$ cat src/rtl/freq_meter_poller.sv
// AXI4-Lite master that configures a bank of frequency meters with a common
// gate select and then round-robin polls their status registers.
module freq_meter_poller #(
    parameter int N_METERS    = 4,
    parameter int POLL_CYCLES = 200000,
    localparam int IDX_W      = (N_METERS > 1) ? $clog2(N_METERS) : 1
) (
    input  logic                    aclk,
    input  logic                    aresetn,
    input  logic                    enable,
    input  logic [1:0]              gate_sel,
    input  logic [15:0]             thr_lo,
    input  logic [15:0]             thr_hi,
    input  logic                    err_clr,
    output logic                    m_awvalid,
    input  logic                    m_awready,
    output logic [12+IDX_W-1:0]     m_awaddr,
    output logic                    m_wvalid,
    input  logic                    m_wready,
    output logic [31:0]             m_wdata,
    output logic [3:0]              m_wstrb,
    input  logic                    m_bvalid,
    output logic                    m_bready,
    input  logic [1:0]              m_bresp,
    output logic                    m_arvalid,
    input  logic                    m_arready,
    output logic [12+IDX_W-1:0]     m_araddr,
    input  logic                    m_rvalid,
    output logic                    m_rready,
    input  logic [31:0]             m_rdata,
    input  logic [1:0]              m_rresp,
    output logic [16*N_METERS-1:0]  meas_cnt,
    output logic [N_METERS-1:0]     meas_ovf,
    output logic [N_METERS-1:0]     meas_valid,
    output logic [N_METERS-1:0]     alarm,
    output logic [N_METERS-1:0]     upd_pulse,
    output logic                    err,
    output logic                    busy
);

    localparam int CNT_W = (POLL_CYCLES > 1) ? $clog2(POLL_CYCLES) : 1;
    localparam logic [CNT_W-1:0] CNT_RELOAD = CNT_W'(POLL_CYCLES - 1);

    typedef enum logic [2:0] {IDLE, CFG_REQ, CFG_RSP, WAIT, RD_REQ, RD_RSP} state_t;

    // Current FSM state; left as a named enum so checkers can bind to it.
    state_t state, state_nxt;

    logic [IDX_W-1:0] idx;
    logic [CNT_W-1:0] cnt;
    logic [1:0]       applied_sel;
    logic             aw_done, w_done;
    logic             aw_hs, w_hs, cfg_sent, last_idx, err_set, rd_ok;
    logic [15:0]      rd_cnt;
    logic             unused_rdata;

    // Valid/ready: a transfer happens on the aclk edge where both are high.
    // Valids are held with a stable payload until that edge and never depend
    // combinationally on ready; each channel completes independently.
    assign aw_hs    = m_awvalid & m_awready;
    assign w_hs     = m_wvalid & m_wready;
    assign cfg_sent = (aw_done | aw_hs) & (w_done | w_hs);
    assign last_idx = (idx == IDX_W'(N_METERS - 1));
    assign err_set  = (m_bready & m_bvalid & (m_bresp != 2'b00)) |
                      (m_rready & m_rvalid & (m_rresp != 2'b00));
    assign rd_ok    = (m_rresp == 2'b00) & m_rdata[17];
    assign rd_cnt   = m_rdata[15:0];
    assign unused_rdata = ^m_rdata[31:18];

    always_ff @(posedge aclk or negedge aresetn) begin
        if (!aresetn) state <= IDLE;
        else          state <= state_nxt;
    end

    always_comb begin
        state_nxt = state;
        case (state)
            IDLE:    if (enable) state_nxt = CFG_REQ;
            CFG_REQ: if (cfg_sent) state_nxt = CFG_RSP;
            CFG_RSP: if (m_bvalid) begin
                if (!enable)      state_nxt = IDLE;
                else if (last_idx) state_nxt = WAIT;
                else              state_nxt = CFG_REQ;
            end
            WAIT: begin
                if (!enable)                     state_nxt = IDLE;
                else if (gate_sel != applied_sel) state_nxt = CFG_REQ;
                else if (cnt == '0)              state_nxt = RD_REQ;
            end
            RD_REQ:  if (m_arready) state_nxt = RD_RSP;
            RD_RSP:  if (m_rvalid) begin
                if (!enable)      state_nxt = IDLE;
                else if (last_idx) state_nxt = WAIT;
                else              state_nxt = RD_REQ;
            end
            default: state_nxt = IDLE;
        endcase
    end

    always_comb begin
        m_awvalid = (state == CFG_REQ) & ~aw_done;
        m_wvalid  = (state == CFG_REQ) & ~w_done;
        m_awaddr  = '0;
        m_wdata   = '0;
        m_wstrb   = '0;
        m_araddr  = '0;
        if (state == CFG_REQ) begin
            m_awaddr = {idx, 12'h004};
            m_wdata  = {30'b0, applied_sel};
            m_wstrb  = 4'hF;
        end
        if (state == RD_REQ) m_araddr = {idx, 12'h008};
        m_bready  = (state == CFG_RSP);
        m_arvalid = (state == RD_REQ);
        m_rready  = (state == RD_RSP);
        busy      = (state != IDLE);
    end

    always_ff @(posedge aclk or negedge aresetn) begin
        if (!aresetn) begin
            idx         <= '0;
            cnt         <= '0;
            applied_sel <= '0;
            aw_done     <= 1'b0;
            w_done      <= 1'b0;
            meas_cnt    <= '0;
            meas_ovf    <= '0;
            meas_valid  <= '0;
            alarm       <= '0;
            upd_pulse   <= '0;
            err         <= 1'b0;
        end else begin
            upd_pulse <= '0;
            if (err_set)      err <= 1'b1;
            else if (err_clr) err <= 1'b0;
            case (state)
                IDLE: if (enable) begin
                    applied_sel <= gate_sel;
                    idx         <= '0;
                end
                CFG_REQ: begin
                    if (aw_hs) aw_done <= 1'b1;
                    if (w_hs)  w_done  <= 1'b1;
                    if (cfg_sent) begin
                        aw_done <= 1'b0;
                        w_done  <= 1'b0;
                    end
                end
                CFG_RSP: if (m_bvalid && enable) begin
                    if (last_idx) cnt <= CNT_RELOAD;
                    else          idx <= idx + IDX_W'(1);
                end
                WAIT: begin
                    cnt <= cnt - CNT_W'(1);
                    // A new gate select invalidates results and forces a full reconfigure.
                    if (enable && gate_sel != applied_sel) begin
                        meas_valid  <= '0;
                        applied_sel <= gate_sel;
                        idx         <= '0;
                    end else if (cnt == '0) begin
                        idx <= '0;
                    end
                end
                RD_RSP: if (m_rvalid) begin
                    if (rd_ok) begin
                        meas_cnt[16*idx +: 16] <= rd_cnt;
                        meas_ovf[idx]          <= m_rdata[16];
                        meas_valid[idx]        <= 1'b1;
                        upd_pulse[idx]         <= 1'b1;
                        alarm[idx]             <= m_rdata[16] | (rd_cnt < thr_lo) | (rd_cnt > thr_hi);
                    end
                    if (enable) begin
                        if (last_idx) cnt <= CNT_RELOAD;
                        else          idx <= idx + IDX_W'(1);
                    end
                end
                default: ;
            endcase
        end
    end

endmodule

$ cat config.mk
export PLATFORM = sky130hd
export DESIGN_NAME = freq_meter_poller
export DESIGN_NICKNAME = d
export VERILOG_FILES = /design/src/rtl/freq_meter_poller.sv
export SDC_FILE = /design/constraint.sdc
export NUM_CORES = 1
export LEC_CHECK = 0
export BUFFER_PORTS_ARGS = -buffer_cell sky130_fd_sc_hd__buf_4
export CORE_UTILIZATION = 46
export CTS_BUF_LIST = sky130_fd_sc_hd__clkbuf_8
export CTS_CLUSTER_SIZE = 40
export DETAILED_ROUTE_END_ITERATION = 8
export GPL_ROUTABILITY_DRIVEN = 0
export PLACE_DENSITY = 0.85
export SLEW_MARGIN = 20
export SYNTH_ARGS = -nofsm -noshare
export SYNTH_HDL_FRONTEND = slang
export SYNTH_SLANG_ARGS = --single-unit
$ cat constraint.sdc
create_clock -name aclk -period 2 [get_ports aclk]
set_input_delay 0.3 -clock aclk [delete_from_list [all_inputs] [get_ports aclk]]
set_output_delay 0.3 -clock aclk [all_outputs]
set_load 0.02 [all_outputs]
Word-level counts from Yosys, hierarchy flattened
Index checks and enable logic that the tools add are counted.
{"block": "classes", "n_mul": 0, "n_div": 0, "reduce_logical": 24, "n_addsub": 3, "n_mux": 51, "n_eq_ne": 18, "shift": 2, "order_cmp": 4, "bitwise_logic": 18}
{"cell": "$mux W18", "n": 4}
{"cell": "$bwmux W64", "n": 1}
{"cell": "$shift A16 B34 Y64 const A", "n": 1}
{"cell": "$shiftx A16 B34 Y64", "n": 1}
{"cell": "$pmux W18 S3", "n": 1}
{"cell": "$neg A6 Y34", "n": 1}
{"cell": "$mux W3", "n": 10}
{"cell": "$mux W14", "n": 2}
{"cell": "$mux W4", "n": 7}
{"cell": "$mux W2", "n": 12}
{"cell": "$logic_not A18 Y1", "n": 1}
{"cell": "$pmux W3 S6", "n": 1}
{"cell": "$sub A18 B1 Y18 const B", "n": 1}
{"cell": "$gt A16 B16 Y1", "n": 1}
{"cell": "$lt A16 B16 Y1", "n": 1}
{"cell": "$reduce_bool A2 Y1", "n": 7}
{"cell": "$ne A2 B2 Y1 const B", "n": 6}
{"cell": "$reduce_and A6 Y1", "n": 2}
{"cell": "$and A1 B1 Y1", "n": 10}
{"cell": "$bwmux W4", "n": 2}
{"cell": "$pmux W2 S4", "n": 1}
{"cell": "$pmux W4 S2", "n": 1}
{"cell": "$reduce_and A4 Y1", "n": 2}
{"cell": "$mux W1", "n": 7}
{"cell": "23 further kinds", "n": 37}
{"block": "totals", "latch_bits": 0, "ram_bits": 0, "out_inout_bits": 151, "word_cells": 132, "n_memories": 0, "rom_bits": 0, "ff_bits": 108}

Depth between registers and ports, before layout
{"block": "depth", "depth_word": 8, "ltp_mapped": 9, "ltp_nobuf": 8}

Worst setup path before layout
OpenSTA, ideal clock, no wires.
{"block": "synth_path", "path_type": "flip-flop to flip-flop", "start": "register state[2]", "end": "register cnt[16]", "arrival_ps": 2024, "synth_period_minus_slack_ps": 2093, "setup_slack_ps": -93, "setup_ps": 69, "stages_incl_launch_ff": 9, "path_cell_list": "dfrtp_1 > buf_6 > or3b_4 > clkinv_4 > nor2_4 > o31ai_4 > nand3_2 > or4_1 > nand3_1"}
{"block": "synth_between", "elab_chain_len": 3, "elab_cells_between_ends": 9, "classes_between": "eq/ne: 6; mux: 1; reduce/logical: 2"}
{"element": "from (decl)", "line": "47", "text": "state_t state, state_nxt;"}
{"element": "from (signal assigned)", "line": "72", "text": "else state <= state_nxt;"}
{"element": "$eq A3 B2 Y1 *"}
{"element": "named net m_bready", "line": "23", "text": "output logic m_bready,"}
{"element": "$ne A2 B1 Y1 (no source line) / $reduce_bool A3 Y1 (equally long branches)"}
{"element": "$reduce_and A4 Y1 (no source line)"}
{"element": "to (signal assigned)", "line": "154", "text": "cnt <= cnt - CNT_W'(1);"}
{"element": "to (decl)", "line": "50", "text": "logic [CNT_W-1:0] cnt;"}
The timed path passes the listed nets; every way through them passes the cells marked *.
A chain may end at the register's enable or synchronous reset.

Worst setup path in the final report
{"block": "layout_path", "start": "register state[2]", "end": "register cnt[11]"}
{"block": "layout_between", "elab_chain_len": 3, "elab_cells_between_ends": 9, "classes_between": "eq/ne: 6; mux: 1; reduce/logical: 2"}
{"element": "$eq A3 B2 Y1 / $eq A3 B3 Y1 (equally long branches)", "line": "136", "text": "case (state)"}
{"element": "$ne A2 B1 Y1 (no source line) (tied with other cells)"}
{"element": "$reduce_and A4 Y1 (no source line)"}
Several ways; a longest one is shown, not always the timed one.

==> impl_summary.txt <==
----------------------------------------------------
[Floorplanning]
  Width of the die ... 116 µm
  Row Count ... between 40 and 50
  Initial Utilization ... 0.476
  Floorplan core area ... 0.0127 mm²
  Vertical die dimension ... between 100 and 150 µm
  Count of pins on the block boundary ... 230
  Area of the die ... 0.0136 mm²

[Yosys]
  Total standard cell area after synthesis ... 0.00603 mm²
  Async set-or-reset flop fraction in the synthesized netlist ... 1.00
  Combinational family with the most area after synthesis ... simple AND/OR/NAND/NOR gates
  Simple-Gate Fraction of Synth Area ... 0.194
  #FFs+latches synth ... 108
  Main flop type after synthesis ... dfrtp_1
  Post-synthesis cell type count ... between 50 and 60
  Yosys warning count ... 0
  Xor/xnor share of the synthesized area ... 0.0174
  Post-synth EDFFs ... 0
  Post-synthesis compound-gate area fraction ... 0.122
  Proportion of synthesized chip area in sequential cells ... 0.449
  Post-Synthesis Cells ... 676
  Syn Area/Cell ... just under 9 µm²
  Adder and majority cell fraction of the synthesized area ... 0.0810
  Mux contribution to synthesized area ... 0.0220

[Setup path]
  End point of the critical path ... cnt[11]
  Worst R2R Start ... state[2]
  Reg-to-reg setup timing slack ... -8 ps
  Endpoint of the most critical register-to-register path ... cnt[11]
  Critical Path RT ... 2320 ps
  Critical Path Fanout Max ... 6
  Sort of element at the end of the critical path ... flip-flop
  Critical Path Start ... state[2]
  Logic depth of the worst register-to-register path ... 7
  Worst Setup Start Kind ... flip-flop
  Crit path DAT ... between 2000 and 2500 ps
  Crit Path Category ... reg2reg

[Clock network]
  Total clock sinks ... about 110
  CTS Root Buffer Type ... clkbuf_8
  Skew-Pair Late Insertion Delay ... 390 ps
  CTS H-Tree Depth ... 3
  Clock transition at the register clock pins on the worst setup and hold paths after CTS ... 110 ps
  Buffer depth of the longest clock path ... 2
  TritonCTS clock tree ... yes
  Cts bufs inserted ... 9

[GRT]
  Largest net degree at the start of global routing ... between 40 and 50
  Antenna violations before repair ... 0
  Aggregate global-route resource usage ... 0.239
  Number of global-route vias before repair ... 4882
  Global-route wire length before repair ... between 20000 and 25000 µm
  Remaining global-route overflow ... 0

[Routing]
  Remaining DRCs ... 0
  Antenna Violating Nets Remaining ... 0
  Total number of vias ... 5347
  Number of DRC violations after detailed-routing iteration 0 ... 339
  Number of iterations in the first detailed-routing pass ... 4
  Overall routed net length ... 16100 µm
  Mean number of vias per cell ... roughly 5
  Routed WL per cell ... 15.0 µm

[Layout]
  NumNets Final ... just over 1000
  Most frequent cells in the layout ... 230 x buf_4, 156 x nand2_1, 108 x dfrtp_1
  Antenna cells ... 0
  Finished Core Util ... 0.637
  Most common library cell in the layout ignoring fill and taps ... buf_4
  Area delta synth->final ... 33.9%
  Ratio of cells with drive above 1 in the final layout ... 0.330

[STA]
  Max-slew violation total from the final report ... 0
  Final Critical Period ... 2010 ps
  Worst relative slew slack ... 0.627
  Fin Clk Skew ... 11.0 ps
  Setup repair after global routing missed its margin ... yes
  Final clock period utilization by the worst path ... 1.00
  Final Hold Fails ... 0
  Post-Route Hold Slack ... 150 ps
  Maximum clock rate ... 0.498 GHz
  Final setup margin ... -8.06 ps
  Least-Margin Pin Slew ... approximately 560 ps
  Number of endpoints failing setup at the final stage ... 1

[Place]
  Total of buffers placed on input and output ports ... between 150 and 200
  HPWL Detailed ... around 12000 µm

[Outcome]
  Violations in the final reports ... negative setup slack
  Outcome ... finished with violations

[Pwr]
  Power density over the cells ... 986 mW/mm²
  Power after layout ... 7.95 mW
  Largest vdd supply drop ... between 0.9 and 1 mV
  Leakage component of the power ... 4.07 nW

[Run]
  Reported max-cap violation count ... 0

[Hold path]
  Startpoint of the most critical hold path ... err_clr
  Class of the tightest hold or removal check ... in2reg

----------------------------------------------------
-- cell type report --
type | count | area [µm²]
timing repair buffer | 239 | 1840
multi-input combinational | 497 | 2960
inverter | 40 | 159
tap | 172 | 215
sequential | 108 | 2700
clock buffer | 9 | 124
fill | 1044 | 4600
clock inverter | 7 | 57.6
-- state kept, by name, indices dropped and copies added, names as in the netlist, 2 cells and up --
register and cells:
meas_ovf 4, cnt 18, idx 2, upd_pulse 4, applied_sel 2, meas_cnt 64, state 3, alarm 4
meas_valid 4
-- what timing repair did --
item                                    4_1_cts  5_1_grt
hold endpoints to repair                     37        0
endpoints found under the setup margin       18       41
pin swaps                                     0        9
resized for setup                             9       24
buffers inserted                              4       10
hold buffers                                  1        0
-- through the flow --
stage,worst slack (ps),setup TNS (ps),instances,area [µm²]
floorplan,-48.9,-135,727,6220
global placement,-107,-513,1041,7630
detailed placement,-155,-1010,1041,7630
CTS,2.82,0,1062,7900
global route,-94.1,-747,1072,8070
finish,-8.06,-8.06,1072,8070
-- how the worst min path moves through the flow --
stage / end / slack (ps) / depth (start not counted)
2_1_floorplan: alarm[0] / 4 / 0
3_3_place_gp: err / 330 / 1
3_5_place_dp: err / 330 / 1
4_1_cts: err / 130 / 2
5_1_grt: err / 140 / 2
6_report: err / 150 / 2
-- synth_stat cells, drive strengths merged (10+ instances only) --
cell,count,area share
clkbuf,23,0.014
nand2,157,0.098
nor2,17,0.012
nand3,11,0.011
dfrtp,108,0.45
o21ai,78,0.065
mux2,10,0.019
ha,39,0.081
xor2,10,0.015
a21oi,22,0.018
inv,39,0.024
nand4,10,0.010
nor3,16,0.013
buf,59,0.074
-- cell families (layout without fill, tap and decap cells) --
family / count (synthesis) / count (layout)
and+or+nand+nor: 253 / 253
AOI/OAI and AO/OA: 129 / 129
buffers and inverters: 122 / 295
DFF: 108 / 108
adders and majority gates: 39 / 39
xor gates and xnor gates: 12 / 12
muxes: 12 / 12
other: 1 / 52
-- report_power, final --
| part | internal, mW | switching, mW | total, mW |
|---|---|---|---|
| combinational | 1.66 | 2.11 | 3.77 |
| sequential | 2.60 | 0.313 | 2.91 |
| clock | 0.470 | 0.802 | 1.27 |
-- layer usage --
metal  up-vias  track usage  share of wire
li1       2607            -              -
met1      2515        0.294           0.42
met2       183        0.398           0.49
met3        42       0.0602          0.059
met4         0        0.103          0.032
met5         -            0              0
-- critical path, cell delays in order, from the launching register on --
cell      delay, ps
dfrtp_1         430
or3b_4          430
clkinv_4         80
nor2_4           40
o31ai_4         240
nand3_2         180
or4_4           460
nand3_2          90
Power figures use the tool's default switching activity.
